[config.mk]
export PLATFORM = sky130hd
export DESIGN_NAME = pht_port_scheduler_flat
export DESIGN_NICKNAME = d
export VERILOG_FILES = /design/src/rtl/mips_core_pkg.sv /design/src/rtl/pht_port_scheduler_if.sv /design/src/rtl/pht_update_fifo.sv /design/src/rtl/pht_port_scheduler.sv /design/src/flat_wrapper.sv
export SDC_FILE = /design/constraint.sdc
export NUM_CORES = 1
export LEC_CHECK = 0
export CELL_PAD_IN_SITES_DETAIL_PLACEMENT = 0
export CELL_PAD_IN_SITES_GLOBAL_PLACEMENT = 1
export CORE_UTILIZATION = 35
export DETAILED_ROUTE_END_ITERATION = 12
export PLACE_DENSITY = 0.64
export SYNTH_ARGS = -nofsm -noshare
export SYNTH_HDL_FRONTEND = slang
export SYNTH_SLANG_ARGS = --single-unit
[constraint.sdc]
create_clock -name clk -period 4.27 [get_ports clk]
set_input_delay 1.281 -clock clk [delete_from_list [all_inputs] [get_ports clk]]
set_output_delay 1.281 -clock clk [all_outputs]
set_load 0.01 [all_outputs]
[src/rtl/mips_core_pkg.sv]
// Shared predictor types: 2-bit PHT counter, its init value, saturating
// update helpers and the port-scheduler FSM state encoding.
package mips_core_pkg;

    typedef logic [1:0] pht_counter_t;

    localparam pht_counter_t PHT_INIT = 2'b01;  // weakly-not-taken

    typedef enum logic {PHT_INIT_S, PHT_RUN_S} pht_sched_state_t;

    function automatic pht_counter_t sat_inc(input pht_counter_t c);
        return (c == 2'b11) ? c : c + 2'b01;
    endfunction

    function automatic pht_counter_t sat_dec(input pht_counter_t c);
        return (c == 2'b00) ? c : c - 2'b01;
    endfunction

    // Counter value after a resolved branch with the given outcome.
    function automatic pht_counter_t pht_update(input pht_counter_t c, input logic taken);
        return taken ? sat_inc(c) : sat_dec(c);
    endfunction

endpackage

[src/rtl/pht_port_scheduler_if.sv]
// Decode/execute-side bundle of the PHT port scheduler: prediction request,
// one-cycle response and execute feedback. master = pipeline, slave = scheduler.
interface pht_port_scheduler_if #(parameter int IDX_W = 10);
    import mips_core_pkg::*;

    logic             req_valid;
    logic [IDX_W-1:0] req_index;
    logic             req_ready;
    logic             rsp_valid;
    pht_counter_t     rsp_counter;
    logic             rsp_pred;
    logic             fb_valid;
    logic [IDX_W-1:0] fb_index;
    pht_counter_t     fb_counter;
    logic             fb_outcome;
    logic             fb_drop;

    modport master (
        output req_valid, req_index, fb_valid, fb_index, fb_counter, fb_outcome,
        input  req_ready, rsp_valid, rsp_counter, rsp_pred, fb_drop
    );

    modport slave (
        input  req_valid, req_index, fb_valid, fb_index, fb_counter, fb_outcome,
        output req_ready, rsp_valid, rsp_counter, rsp_pred, fb_drop
    );

endinterface

[src/rtl/pht_update_fifo.sv]
// Circular queue of pending PHT writes {index, new counter}, with a
// youngest-match lookup so reads can see values not yet in the SRAM.
// The caller only pops when non-empty and only pushes into a full queue
// in the same cycle as a pop.
module pht_update_fifo
    import mips_core_pkg::*;
#(
    parameter int IDX_W  = 10,
    parameter int QDEPTH = 4
) (
    input  logic             clk,
    input  logic             rst_n,
    input  logic             push,
    input  logic [IDX_W-1:0] push_index,
    input  pht_counter_t     push_ctr,
    input  logic             pop,
    output logic [IDX_W-1:0] head_index,
    output pht_counter_t     head_ctr,
    output logic             full,
    output logic             empty,
    input  logic [IDX_W-1:0] lookup_index,
    output logic             lookup_hit,
    output pht_counter_t     lookup_ctr
);
    localparam int PTR_W = $clog2(QDEPTH);

    typedef struct packed {
        logic [IDX_W-1:0] index;
        pht_counter_t     ctr;
    } entry_t;

    entry_t           entries_q [QDEPTH];
    logic [PTR_W-1:0] rd_ptr_q, rd_ptr_d;
    logic [PTR_W-1:0] wr_ptr_q, wr_ptr_d;
    logic [PTR_W:0]   count_q, count_d;

    assign full       = (count_q == (PTR_W+1)'(QDEPTH));
    assign empty      = (count_q == '0);
    assign head_index = entries_q[rd_ptr_q].index;
    assign head_ctr   = entries_q[rd_ptr_q].ctr;

    // Pointer and occupancy bookkeeping.
    always_comb begin
        rd_ptr_d = rd_ptr_q + PTR_W'(pop);
        wr_ptr_d = wr_ptr_q + PTR_W'(push);
        count_d  = count_q + (PTR_W+1)'(push) - (PTR_W+1)'(pop);
    end

    // Walk live slots oldest to youngest so the last match (youngest) wins.
    always_comb begin
        logic [PTR_W-1:0] slot;
        lookup_hit = 1'b0;
        lookup_ctr = PHT_INIT;
        slot       = rd_ptr_q;
        for (int i = 0; i < QDEPTH; i++) begin
            slot = rd_ptr_q + PTR_W'(i);
            if (((PTR_W+1)'(i) < count_q) && (entries_q[slot].index == lookup_index)) begin
                lookup_hit = 1'b1;
                lookup_ctr = entries_q[slot].ctr;
            end
        end
    end

    // Queue control flops; reset flushes the queue.
    always_ff @(posedge clk) begin
        if (!rst_n) begin
            rd_ptr_q <= '0;
            wr_ptr_q <= '0;
            count_q  <= '0;
        end else begin
            rd_ptr_q <= rd_ptr_d;
            wr_ptr_q <= wr_ptr_d;
            count_q  <= count_d;
        end
    end

    // Entry storage write.
    // NOTE: entry storage is not reset; count_q alone defines which slots are live.
    always_ff @(posedge clk) begin
        if (push) begin
            entries_q[wr_ptr_q] <= '{index: push_index, ctr: push_ctr};
        end
    end

endmodule

[src/rtl/pht_port_scheduler.sv]
// Shares one single-port PHT SRAM between decode prediction reads and
// execute counter updates. Updates are queued; reads bypass from the queue
// (or a same-cycle feedback) so they see the newest value. After reset an
// init sweep writes weakly-not-taken to every entry.
// Optional build macro PHT_SCHED_STATS_EN adds saturating event counters.
module pht_port_scheduler
    import mips_core_pkg::*;
#(
    parameter int IDX_W    = 10,
    parameter int QDEPTH   = 4,
    parameter int WAIT_MAX = 8
) (
    input  logic                   clk,
    input  logic                   rst_n,
    pht_port_scheduler_if.slave    bus,
    output logic                   init_done,
    output logic                   mem_en,
    output logic                   mem_we,
    output logic [IDX_W-1:0]       mem_addr,
    output pht_counter_t           mem_wdata,
    input  pht_counter_t           mem_rdata
`ifdef PHT_SCHED_STATS_EN
    ,
    output logic [31:0]            stat_reads,
    output logic [31:0]            stat_writes,
    output logic [31:0]            stat_bypass,
    output logic [31:0]            stat_drops,
    output logic [31:0]            stat_forced
`endif
);
    localparam int WAIT_W = $clog2(WAIT_MAX + 1);

    pht_sched_state_t  state_q, state_d;
    logic [IDX_W-1:0]  ptr_q, ptr_d;
    logic [WAIT_W-1:0] wait_q, wait_d;
    logic              init_done_q, init_done_d;
    logic              fb_drop_q, fb_drop_d;
    logic              rsp_valid_q, rsp_valid_d;
    logic              use_mem_q, use_mem_d;
    pht_counter_t      rsp_hold_q, rsp_hold_d;

    logic              req_ready_c, accept, force_wr, bypass;
    logic              do_push, do_pop, q_full, q_empty, lookup_hit;
    logic [IDX_W-1:0]  head_index;
    pht_counter_t      head_ctr, lookup_ctr, fb_new;

    assign fb_new = pht_update(bus.fb_counter, bus.fb_outcome);

    pht_update_fifo #(.IDX_W(IDX_W), .QDEPTH(QDEPTH)) u_fifo (
        .clk          (clk),
        .rst_n        (rst_n),
        .push         (do_push),
        .push_index   (bus.fb_index),
        .push_ctr     (fb_new),
        .pop          (do_pop),
        .head_index   (head_index),
        .head_ctr     (head_ctr),
        .full         (q_full),
        .empty        (q_empty),
        .lookup_index (bus.req_index),
        .lookup_hit   (lookup_hit),
        .lookup_ctr   (lookup_ctr)
    );

    // Next state, port arbitration, enqueue decision and wait counter.
    // NOTE: every signal gets a default first so no path leaves it unassigned (no latch).
    always_comb begin
        state_d     = state_q;
        ptr_d       = ptr_q;
        wait_d      = wait_q;
        mem_en      = 1'b0;
        mem_we      = 1'b0;
        mem_addr    = ptr_q;
        mem_wdata   = PHT_INIT;
        req_ready_c = 1'b0;
        accept      = 1'b0;
        force_wr    = 1'b0;
        do_pop      = 1'b0;
        do_push     = 1'b0;
        fb_drop_d   = 1'b0;
        unique case (state_q)
            PHT_INIT_S: begin
                mem_en    = 1'b1;
                mem_we    = 1'b1;
                mem_addr  = ptr_q;
                mem_wdata = PHT_INIT;
                ptr_d     = ptr_q + IDX_W'(1);
                if (ptr_q == '1) state_d = PHT_RUN_S;
                fb_drop_d = bus.fb_valid;
            end
            PHT_RUN_S: begin
                force_wr = !q_empty && (q_full || (wait_q == WAIT_W'(WAIT_MAX)));
                if (force_wr || (!bus.req_valid && !q_empty)) begin
                    mem_en    = 1'b1;
                    mem_we    = 1'b1;
                    mem_addr  = head_index;
                    mem_wdata = head_ctr;
                    do_pop    = 1'b1;
                end else if (bus.req_valid) begin
                    mem_en   = 1'b1;
                    mem_addr = bus.req_index;
                    accept   = 1'b1;
                end
                req_ready_c = !force_wr;
                do_push     = bus.fb_valid && (!q_full || do_pop);
                fb_drop_d   = bus.fb_valid && !do_push;
                if (do_pop)        wait_d = '0;
                else if (!q_empty) wait_d = wait_q + WAIT_W'(1);
            end
            default: state_d = PHT_INIT_S;
        endcase
        init_done_d = (state_d == PHT_RUN_S);
        // Keep the SRAM and the decode handshake quiet while reset is held.
        if (!rst_n) begin
            mem_en      = 1'b0;
            mem_we      = 1'b0;
            req_ready_c = 1'b0;
        end
    end

    // Bypass selection at acceptance: same-cycle feedback, then queue, then SRAM.
    always_comb begin
        rsp_valid_d = accept;
        use_mem_d   = 1'b0;
        rsp_hold_d  = rsp_hold_q;
        bypass      = 1'b0;
        if (accept) begin
            if (bus.fb_valid && (bus.fb_index == bus.req_index)) begin
                rsp_hold_d = fb_new;
                bypass     = 1'b1;
            end else if (lookup_hit) begin
                rsp_hold_d = lookup_ctr;
                bypass     = 1'b1;
            end else begin
                use_mem_d  = 1'b1;
            end
        end
    end

    // Scheduler state and response registers.
    // NOTE: non-blocking assignments so every flop samples pre-edge values.
    always_ff @(posedge clk) begin
        if (!rst_n) begin
            state_q     <= PHT_INIT_S;
            ptr_q       <= '0;
            wait_q      <= '0;
            init_done_q <= 1'b0;
            fb_drop_q   <= 1'b0;
            rsp_valid_q <= 1'b0;
            use_mem_q   <= 1'b0;
            rsp_hold_q  <= PHT_INIT;
        end else begin
            state_q     <= state_d;
            ptr_q       <= ptr_d;
            wait_q      <= wait_d;
            init_done_q <= init_done_d;
            fb_drop_q   <= fb_drop_d;
            rsp_valid_q <= rsp_valid_d;
            use_mem_q   <= use_mem_d;
            rsp_hold_q  <= rsp_hold_d;
        end
    end

    assign init_done       = init_done_q;
    assign bus.req_ready   = req_ready_c;
    assign bus.fb_drop     = fb_drop_q;
    assign bus.rsp_valid   = rsp_valid_q;
    assign bus.rsp_counter = use_mem_q ? mem_rdata : rsp_hold_q;
    assign bus.rsp_pred    = bus.rsp_counter[1];

`ifdef PHT_SCHED_STATS_EN
    logic [31:0] reads_q, reads_d, writes_q, writes_d, bypass_q, bypass_d;
    logic [31:0] drops_q, drops_d, forced_q, forced_d;
    logic        in_run;

    assign in_run = (state_q == PHT_RUN_S);

    // Saturating event counters, RUN-state events only.
    always_comb begin
        reads_d  = reads_q  + 32'((accept             && reads_q  != '1) ? 1 : 0);
        writes_d = writes_q + 32'((do_pop             && writes_q != '1) ? 1 : 0);
        bypass_d = bypass_q + 32'((bypass             && bypass_q != '1) ? 1 : 0);
        drops_d  = drops_q  + 32'((in_run && fb_drop_d && drops_q != '1) ? 1 : 0);
        forced_d = forced_q + 32'((force_wr           && forced_q != '1) ? 1 : 0);
    end

    // Statistics registers, cleared by reset.
    always_ff @(posedge clk) begin
        if (!rst_n) begin
            reads_q  <= '0;
            writes_q <= '0;
            bypass_q <= '0;
            drops_q  <= '0;
            forced_q <= '0;
        end else begin
            reads_q  <= reads_d;
            writes_q <= writes_d;
            bypass_q <= bypass_d;
            drops_q  <= drops_d;
            forced_q <= forced_d;
        end
    end

    assign stat_reads  = reads_q;
    assign stat_writes = writes_q;
    assign stat_bypass = bypass_q;
    assign stat_drops  = drops_q;
    assign stat_forced = forced_q;
`endif

endmodule

[src/flat_wrapper.sv]
// flat-port wrapper written by rule: the top's interface ports become plain ports
module pht_port_scheduler_flat import mips_core_pkg::*;
#(
    parameter int IDX_W    = 10,
    parameter int QDEPTH   = 4,
    parameter int WAIT_MAX = 8
)
  (clk, rst_n, init_done, mem_en, mem_we, mem_addr, mem_wdata, mem_rdata, bus_req_valid, bus_req_index, bus_fb_valid, bus_fb_index, bus_fb_counter, bus_fb_outcome, bus_req_ready, bus_rsp_valid, bus_rsp_counter, bus_rsp_pred, bus_fb_drop);
  pht_port_scheduler_if #(.IDX_W(IDX_W)) bus_i ();
  input  logic clk;
  input  logic rst_n;
  output logic init_done;
  output logic mem_en;
  output logic mem_we;
  output logic [IDX_W-1:0] mem_addr;
  output pht_counter_t mem_wdata;
  input  pht_counter_t mem_rdata;
  input wire logic [$bits(bus_i.req_valid)-1:0] bus_req_valid;
  input wire logic [$bits(bus_i.req_index)-1:0] bus_req_index;
  input wire logic [$bits(bus_i.fb_valid)-1:0] bus_fb_valid;
  input wire logic [$bits(bus_i.fb_index)-1:0] bus_fb_index;
  input wire logic [$bits(bus_i.fb_counter)-1:0] bus_fb_counter;
  input wire logic [$bits(bus_i.fb_outcome)-1:0] bus_fb_outcome;
  output wire logic [$bits(bus_i.req_ready)-1:0] bus_req_ready;
  output wire logic [$bits(bus_i.rsp_valid)-1:0] bus_rsp_valid;
  output wire logic [$bits(bus_i.rsp_counter)-1:0] bus_rsp_counter;
  output wire logic [$bits(bus_i.rsp_pred)-1:0] bus_rsp_pred;
  output wire logic [$bits(bus_i.fb_drop)-1:0] bus_fb_drop;
  assign bus_i.req_valid = bus_req_valid;
  assign bus_i.req_index = bus_req_index;
  assign bus_i.fb_valid = bus_fb_valid;
  assign bus_i.fb_index = bus_fb_index;
  assign bus_i.fb_counter = bus_fb_counter;
  assign bus_i.fb_outcome = bus_fb_outcome;
  assign bus_req_ready = bus_i.req_ready;
  assign bus_rsp_valid = bus_i.rsp_valid;
  assign bus_rsp_counter = bus_i.rsp_counter;
  assign bus_rsp_pred = bus_i.rsp_pred;
  assign bus_fb_drop = bus_i.fb_drop;
  pht_port_scheduler #(.IDX_W(IDX_W), .QDEPTH(QDEPTH), .WAIT_MAX(WAIT_MAX)) u_core (.clk(clk), .rst_n(rst_n), .bus(bus_i), .init_done(init_done), .mem_en(mem_en), .mem_we(mem_we), .mem_addr(mem_addr), .mem_wdata(mem_wdata), .mem_rdata(mem_rdata));
endmodule
==> flow_summary.ini, run 1 <==
[sta]
setup_violations = 0
skew_ns = 0.00691
period_share = 0.925
rsz0062_at_grt = no
final-hold-violation-count = 0
maxSlewViolCount = 0
period_minus_slack_ns = 3.95
max_freq_mhz = 253
worst_hold_slack_ns = 0.482
slew_headroom = 0.568
worst_slew_pin_slew_ns = 0.640
fin_ws_ns = 0.321

[worst_setup_path]
rrSetupSlack_ns = 0.81
r2r.worst_path.cells = 9
worst-setup-path-type = register to primary output
crit_required_ns = 2.99
path_max_fanout = 18
critPathCaptureType = primary output
cp-start-kind = register
arrival_ns = 2.67

[detailed_routing]
ant_nets = 0
drtIter0Drc = 304
avgViaCountPerCell = 5.25
wl_um = 13400
vias = 3740
route.detailed.drc = 0
drt_pass1_iterations = 5
wire_per_inst_um = 18.8

[logic_synthesis]
ys_types = 61
yosys.cell_count.top_type = mux2i_1
netlist_area_um2 = 4890
synth_area_leaders = edfxtp_1 (29%), dfxtp_1 (11%), mux2i_1 (11%)
ys_ff_latch = 75
ys_async_sr_fraction = 0
yosys.area.top_type = edfxtp_1
syn_inst = 466
yosysSeqAreaShare = 0.405
synth_nets = 505
synth_edf_count = 48
postSynthAreaPerCell_um2 = 10.5
ys_warn_count = 0
synthFlopType = edfxtp_1
synth_common_cells = mux2i_1 (54), edfxtp_1 (48), xnor2_1 (46), nor2_1 (36), nand2_1 (32)
post-synth-top-area-fraction = 0.295

[grt]
grt_pass1_wl_um = 21200
grt_pass1_vias = 3712
overflow = 0
grt_use_total = 0.199
antenna_found_initial = 1
grt_max_degree = 21

[cts]
max-clock-path-buffers = 2
path_clk_slew_ns = 0.06
clock-sinks = 75
clk_latency_ns = 0.34
clockRootBuffer = clkbuf_16
cts.htree.levels = 3
cts_buffers = 9
cts_tree = built
post-cts-setup-buffers = 0
ctsHoldBuffers = 0
ctsResizeCount = 8

[die]
start_util = 0.364
ioPinCount = 50
fp.dieArea_um2 = 14500
fp.coreArea_um2 = 13500
rows = 42
die_w_um = 120
die_h_um = 120

[job]
cap_violations = 0

[placed_design]
port_buffers = 49
placed_cells = 698
dpl.hpwl_um = 10200
post-place-ws_ns = -0.169
gp_congestion = 0.824

[outcome]
status = finished clean

[worst_hold_path]
hold-path-cell-count = 2
hold_class = register to register

[layout]
final_cell_count_no_fill = 713
antenna_cells = 0
drive_gt1_frac = 0.134
fillCellCount = 1289
finish.utilization = 0.449
area_growth_pct = 23.3
nets = 572

[power_and_ir_drop]
irDropWorstVdd_mv = 0.157
power_mw = 1.65
p_leak_nw = 2.13
p_per_area_nw_per_um2 = 273
[final cells by class]
| cell class | count | area [um^2] | area share |
|---|---|---|---|
| inverter | 15 | 56.3 | 0.00933 |
| tap | 176 | 220 | 0.0365 |
| clock inverter | 5 | 55.1 | 0.00912 |
| timing repair buffer | 84 | 771 | 0.128 |
| clock buffer | 10 | 229 | 0.0379 |
| multi-input combinational | 348 | 2720 | 0.451 |
| sequential | 75 | 1980 | 0.329 |
[worst max-delay path, stage by stage, from the launching register on]
cell             delay (ns)
dfxtp_2                0.70
buf_4                  0.33
mux2_2                 0.37
o21ai_0                0.31
nand2_1                0.11
clkdlybuf4s50_1        0.50
[per-stage QoR]
step / cell area [um^2] / TNS (ns)
after floorplan: 4890 / 0
after global routing: 6040 / 0
after global placement: 5760 / -0.671
after detailed placement: 5760 / -0.713
final: 6040 / 0
after CTS: 6030 / 0
[power breakdown]
group          internal [mW]  switching, mW
combinational         0.0653         0.0640
clock                  0.447          0.291
sequential             0.774        0.00385
total                   1.29          0.359
[cell usage in the layout, fill, tap and decap left out, types with 7 or more instances in the layout]
cell type        netlist  layout
xor2_1                21      21
nand2_1               32      32
ha_1                   9       9
nor2_1                36      35
inv_1                 13      13
clkdlybuf4s50_1        0      40
a21oi_1               11      11
and2_1                 8       8
dlygate4sd2_1          0       8
a221o_1               10      10
xnor2_1               46      46
and3_1                 8       8
mux2i_1               54      54
nor3_1                14      13
clkbuf_16              0       9
dfxtp_1               27      25
nand3_1               10      10
mux2_1                 7       7
buf_4                  3      33
edfxtp_1              48      48
[cell families (layout without fill, tap and decap cells)]
family                     after synthesis  after routing  share of synthesized area
and+or+nand+nor                        138            138                      0.143
buffers and inverters                   43            114                     0.0427
xor gates and xnor gates                67             67                      0.120
muxes                                   74             74                      0.173
adders and majority gates               10             10                     0.0271
DFF                                     75             75                      0.405
AOI/OAI and AO/OA                       59             59                     0.0892
[final timing paths]
path,start,to
max reg2reg,u_core.u_fifo.rd_ptr_q[1],u_core.rsp_hold_q[0]
min reg2reg,u_core.wait_q[1],u_core.wait_q[1]
min,u_core.wait_q[1],u_core.wait_q[1]
max,u_core.u_fifo.rd_ptr_q[1],mem_wdata[0]
[registers in the layout, indices dropped and copies added, names as in the netlist, 2 cells and up]
| signal | count |
|---|---|
| u_core.ptr_q | 10 |
| u_core.rsp_hold_q | 2 |
| u_core.u_fifo.count_q | 3 |
| u_core.u_fifo.entries_q | 48 |
| u_core.u_fifo.rd_ptr_q | 2 |
| u_core.u_fifo.wr_ptr_q | 2 |
| u_core.wait_q | 4 |
[per-layer routing]
metal	vias to the layer above	global-route usage	routed length, um
met1	1811	0.273	6410
met2	88	0.316	6240
met4	0	0.0525	177
li1	1830	-	-
met3	11	0.0429	602
met5	-	0	0
Power figures use the tool's default switching activity.
==> run 2: changes to the inputs <==
--- a/config.mk
+++ b/config.mk
@@ -5,6 +5,7 @@
 export SDC_FILE = /design/constraint.sdc
 export NUM_CORES = 1
 export LEC_CHECK = 0
+export ABC_CLOCK_PERIOD_IN_PS = 4270
 export CELL_PAD_IN_SITES_DETAIL_PLACEMENT = 0
 export CELL_PAD_IN_SITES_GLOBAL_PLACEMENT = 1
 export CORE_UTILIZATION = 35
==> results of run 2 <==
The final DEF is identical to that of run 1; final timing and power are the same.
==> run 3: changes to the inputs <==
--- a/config.mk
+++ b/config.mk
@@ -10,6 +10,7 @@
 export CELL_PAD_IN_SITES_GLOBAL_PLACEMENT = 1
 export CORE_UTILIZATION = 35
 export DETAILED_ROUTE_END_ITERATION = 12
+export GPL_ROUTABILITY_DRIVEN = 0
 export PLACE_DENSITY = 0.64
 export SYNTH_ARGS = -nofsm -noshare
 export SYNTH_HDL_FRONTEND = slang
==> results of run 3 <==
The final DEF is identical to that of run 1; final timing and power are the same.
